`src/rtl/calc_pkg.sv`:
```
// calc_pkg: shared button indices and debounce state encoding for the calculator front-end
package calc_pkg;
  localparam int BTN_C = 0;
  localparam int BTN_L = 1;
  localparam int BTN_U = 2;
  localparam int BTN_R = 3;
  localparam int BTN_D = 4;
  localparam int NUM_BTN = 5;
  typedef enum logic [1:0] {STABLE_LO, CHK_HI, STABLE_HI, CHK_LO} db_state_t;
endpackage

```
`src/rtl/btn_debounce.sv`:
```
// btn_debounce: one button channel with two-flop synchroniser, debounce FSM, level and press strobe
module btn_debounce
  import calc_pkg::*;
#(
  parameter int DEBOUNCE_CYCLES = 100000,
  parameter int CNT_W = $clog2(DEBOUNCE_CYCLES)
) (
  input  logic clk,
  input  logic rst_n,
  input  logic raw,
  output logic level,
  output logic pulse
);
  localparam logic [CNT_W-1:0] LAST = CNT_W'(DEBOUNCE_CYCLES - 1);
  logic s1, s2;
  logic [CNT_W-1:0] cnt;
  db_state_t state;
  always_ff @(posedge clk or negedge rst_n) begin
    if (!rst_n) begin
      s1 <= 1'b0;
      s2 <= 1'b0;
      cnt <= '0;
      state <= STABLE_LO;
      level <= 1'b0;
      pulse <= 1'b0;
    end else begin
      s1 <= raw;
      s2 <= s1;
      pulse <= 1'b0;
      case (state)
        STABLE_LO: if (s2) begin
          state <= CHK_HI;
          cnt <= CNT_W'(1);
        end
        CHK_HI: if (!s2) begin
          state <= STABLE_LO;
          cnt <= '0;
        end else if (cnt == LAST) begin
          state <= STABLE_HI;
          level <= 1'b1;
          pulse <= 1'b1;
          cnt <= '0;
        end else cnt <= cnt + CNT_W'(1);
        STABLE_HI: if (!s2) begin
          state <= CHK_LO;
          cnt <= CNT_W'(1);
        end
        CHK_LO: if (s2) begin
          state <= STABLE_HI;
          cnt <= '0;
        end else if (cnt == LAST) begin
          state <= STABLE_LO;
          level <= 1'b0;
          cnt <= '0;
        end else cnt <= cnt + CNT_W'(1);
      endcase
    end
  end
endmodule

```
`src/rtl/btn_conditioner.sv`:
```
// btn_conditioner: synchronises switches, debounces buttons and snapshots switches on any press
module btn_conditioner
  import calc_pkg::*;
#(
  parameter int DEBOUNCE_CYCLES = 100000,
  parameter int CNT_W = $clog2(DEBOUNCE_CYCLES)
) (
  input  logic clk,
  input  logic rst_n,
  input  logic [NUM_BTN-1:0] btn_raw,
  input  logic [15:0] sw_raw,
  output logic [NUM_BTN-1:0] btn_level,
  output logic [NUM_BTN-1:0] btn_pulse,
  output logic btn_any,
  output logic [15:0] sw_sync,
  output logic [15:0] sw_snap
);
  logic [15:0] sw_s1;
  for (genvar i = 0; i < NUM_BTN; i++) begin : g_btn
    btn_debounce #(.DEBOUNCE_CYCLES(DEBOUNCE_CYCLES), .CNT_W(CNT_W)) u_db (
      .clk(clk),
      .rst_n(rst_n),
      .raw(btn_raw[i]),
      .level(btn_level[i]),
      .pulse(btn_pulse[i])
    );
  end
  assign btn_any = |btn_pulse;
  always_ff @(posedge clk or negedge rst_n) begin
    if (!rst_n) begin
      sw_s1 <= '0;
      sw_sync <= '0;
      sw_snap <= '0;
    end else begin
      sw_s1 <= sw_raw;
      sw_sync <= sw_s1;
      sw_snap <= btn_any ? sw_sync : sw_snap;
    end
  end
endmodule

```
`config.mk`:
```
export PLATFORM = sky130hd
export DESIGN_NAME = btn_conditioner
export DESIGN_NICKNAME = d
export VERILOG_FILES = /design/src/rtl/calc_pkg.sv /design/src/rtl/btn_debounce.sv /design/src/rtl/btn_conditioner.sv
export SDC_FILE = /design/constraint.sdc
export NUM_CORES = 1
export LEC_CHECK = 0
export CORE_UTILIZATION = 25
export DETAILED_ROUTE_END_ITERATION = 7
export PLACE_DENSITY = 0.44
export SYNTH_ARGS = -nofsm -noshare
export SYNTH_HDL_FRONTEND = slang
export SYNTH_HIERARCHICAL = 1
export SYNTH_SLANG_ARGS = --single-unit
```
`constraint.sdc`:
```
create_clock -name clk -period 2 [get_ports clk]
set_input_delay 0.5 -clock clk [delete_from_list [all_inputs] [get_ports clk]]
set_output_delay 0.5 -clock clk [all_outputs]
set_load 0.005 [all_outputs]
```
==> flow_summary_export.csv <==
group,metric,value,unit
power_and_ir_drop,leakagePower,4.716,nW
placement,dp_hpwl,14.50,mm
yosys,synth_area,7794,um^2
grt,grt_overflow,0,
power_and_ir_drop,worst_ir_drop_vdd,0.6100,mV
yosys,ys_seq_elements,163,
sta,clock.fmax,454.4,MHz
routing,drt_iter0_drc,474,
clock_tree,path_clk_slew,70,ps
power_and_ir_drop,power.switching,3.912,mW
power_and_ir_drop,p_int,7.075,mW
sta,layout_min_cycle_time,2201,ps
run,max_cap_viol_count,0,
yosys,synth_cell_type_count,57,
routing,dr.pass1.iters,5,
yosys,async_flop_share,100.0,%
sta,slew_viol_final,0,
grt,antenna_found_initial,0,
sta,fin_ws,-200.7,ps
clock_tree,cts_root_buf,"clkbuf_16",
worst_setup_path,critPathRequiredTime,2310,ps
power_and_ir_drop,p_comb_share,33.7,%
worst_setup_path,cp_cell_sequence,"or4b_4, or4_4, a21oi_4, mux2_4",
routing,finalWirelength,21.73,mm
worst_setup_path,setup.worst_path.end_class,"register",
placement,dp_cells,1281,
power_and_ir_drop,clkPwrFrac,30.8,%
floorplanning,io-pin-count,66,
yosys,syn_inst,734,
sta,grt_setup_unrepaired,"true",
clock_tree,cts-buffers-inserted,17,
floorplanning,fp.dieH,178.6,um
yosys,ys.flop_type,"dfrtp_1",
clock_tree,clock_latency,440,ps
sta,tightest_slew,1229,ps
routing,ant_nets,0,
final_layout,antenna_cells,0,
floorplanning,coreArea,30670,um^2
outcome,violations,"setup timing",
routing,wire_per_inst,16.27,um
clock_tree,cts_tree,"yes",
worst_setup_path,slowest_stage,"or4_4",
grt,track_usage,13.94,%
floorplanning,placementRows,64,
worst_setup_path,worstPathArrival,2510,ps
worst_setup_path,critical-path-max-stage-delay,630,ps
final_layout,nets,955,
placement,globalplace.congestion,0.7992,
sta,fin_worst_skew,18.15,ps
worst_setup_path,startpoint_type,"register",
floorplanning,initial_core_util,25.41,%
worst_setup_path,reg2reg_slack,-200,ps
worst_setup_path,reg2reg_from,"g_btn[1].u_db/cnt[5]$_DFFE_PN0P_",
grt,grt_first_pass_wirelength,34.53,mm
sta,finalSetupViolCount,73,
min_path,holdPathEnd,"sw_sync[14]$_DFF_PN0_",
sta,period_share,110.0,%
yosys,synth_edf_count,0,
clock_tree,clkSinkCount,163,
yosys,ys_seq_area_share,52.34,%
sta,slew_headroom,17.77,%
worst_setup_path,crit_fanout,4,
grt,grt_pass1_vias,6397,
yosys,synth_warnings,6,
routing,dr_total_vias,6652,
yosys,synth_fp_nets,762,
yosys,avgSynthCellArea,10.62,um^2
sta,holdWs,343.3,ps
min_path,hold_path_depth,0,
final_layout,drive_gt1_share,30.21,%
min_path,worstHoldStart,"sw_s1[14]$_DFF_PN0_",
routing,post_drt_via_cell_ratio,4.979,
power_and_ir_drop,powerDensity,973.1,nW/um^2
clock_tree,clk_path_buf_depth,2,
placement,port_buffers,65,
grt,grt_max_degree,46,
sta,hold_viol_final,0,
final_layout,area_delta_synth_final,44.87,%
routing,drc,0,
min_path,hold_class,"register to register",
final_layout,fin_cells,1336,
floorplanning,chipWidth,178.6,um
clock_tree,h-tree-depth,4,
worst_setup_path,critical_path_class,"register to register",
floorplanning,die_area,31890,um^2
power_and_ir_drop,switching_share,35.61,%
final_layout,layout_commonest_cell,"dfrtp_1",
worst_setup_path,r2r_cells,4,
final_layout,layout_common_cells,"dfrtp_1 (161), buf_4 (113), nand2_1 (66)",
power_and_ir_drop,seqPwrFrac,35.5,%
outcome,status,"finished with violations",
## per-stage QoR
step                      TNS, ps  total power, mW  utilization, %  area, um^2  worst slack, ps
after floorplan            -626.5            5.616               -        7839           -105.3
after global placement      -3337            6.827           31.60        9691           -149.9
after detailed placement    -3882            6.814           31.60        9691           -147.1
after CTS                   -6216            10.48           35.04       10750           -205.3
after global routing        -9893            11.59           36.81       11290           -222.6
final                       -6154            10.99           36.81       11290           -200.7
## synth_stat cells, types with 13 or more instances
| cell type | count | area, um^2 |
|---|---|---|
| a31oi_1 | 77 | 481.7 |
| buf_6 | 13 | 146.4 |
| clkbuf_1 | 14 | 52.55 |
| dfrtp_1 | 163 | 4079 |
| inv_1 | 22 | 82.58 |
| nand2_1 | 70 | 262.8 |
| nand3_1 | 58 | 290.3 |
| nand4_1 | 31 | 193.9 |
| nor2_1 | 41 | 153.9 |
| nor3_1 | 19 | 95.09 |
| or3_1 | 24 | 150.1 |
| or4_1 | 14 | 105.1 |
## sequential cells by signal (all words and copies together) (netlist names), named ones only
signal            cells
sw_s1                16
sw_snap              16
g_btn.u_db/level      5
sw_sync              16
g_btn.u_db/s2         5
g_btn.u_db/cnt       85
g_btn.u_db/s1         5
g_btn.u_db/pulse      5
g_btn.u_db/state      5
## power by group through the flow
stage	clock (mW)	combinational (mW)	sequential, mW
6_report	3.38	3.71	3.90
5_1_grt	3.62	4.01	3.96
4_1_cts	3.50	3.10	3.88
3_5_place_dp	0	2.88	3.93
3_3_place_gp	0	2.89	3.93
2_1_floorplan	0	1.72	3.90
## per-layer routing
layer | up-vias | global-route usage (%) | wire (um) | part of all wire (%)
met5 | - | 0 | 0 | 0
met4 | 0 | 3.778 | 169 | 0.78
met3 | 14 | 3.708 | 1006 | 4.6
met2 | 137 | 20.20 | 9765 | 45
met1 | 3287 | 20.18 | 10790 | 50
li1 | 3214 | - | - | -
## worst max-delay path, delay by kind of cell, from the launching register on
family | cells | cell delay [ps]
compound gates | 1 | 210
flops | 1 | 380
mux | 1 | 310
simple gates | 2 | 1180
## final cells by class
| type | count | area [um^2] |
|---|---|---|
| multi-input cells | 519 | 4083 |
| flip-flops and latches | 163 | 4081 |
| clock buffers | 19 | 432.9 |
| well taps | 396 | 495.5 |
| inverters | 22 | 82.58 |
| fillers | 3015 | 19380 |
| clock inverters | 13 | 166.4 |
| repair buffers | 204 | 1949 |
## logic make-up (layout without fill, tap and decap cells)
| logic type | after synthesis | count (layout) | share of synthesized area, % |
|---|---|---|---|
| muxes | 20 | 20 | 3.323 |
| buffers and inverters | 52 | 258 | 3.997 |
| adders and majority gates | 5 | 5 | 0.8027 |
| xor gates and xnor gates | 9 | 9 | 1.108 |
| AOI/OAI and AO/OA | 165 | 165 | 15.19 |
| DFF | 163 | 163 | 52.34 |
| and+or+nand+nor | 320 | 320 | 23.25 |
## worst max path at each step
stage | cells after the start | start | slack, ps | to
after floorplan | 5 | g_btn[0].u_db/cnt[5]$_DFFE_PN0P_ | -110 | register
after global placement | 5 | g_btn[2].u_db/cnt[6]$_DFFE_PN0P_ | -150 | g_btn[2].u_db/cnt[0]$_DFFE_PN0P_
after detailed placement | 6 | g_btn[3].u_db/cnt[6]$_DFFE_PN0P_ | -150 | g_btn[3].u_db/pulse$_DFF_PN0_
after CTS | 4 | g_btn[3].u_db/cnt[13]$_DFFE_PN0P_ | -210 | register
after global routing | 4 | g_btn[2].u_db/cnt[8]$_DFFE_PN0P_ | -220 | register
final | 4 | g_btn[1].u_db/cnt[5]$_DFFE_PN0P_ | -200 | register
## timing repair
action	CTS	global route
setup buffers	8	12
hold endpoints to repair	30	0
resized for setup	52	74
endpoints found under the setup margin	67	87
pin swaps	52	45
hold buffers	1	0
gates cloned	7	0
Note: power is estimated with default switching activity, not from simulation.
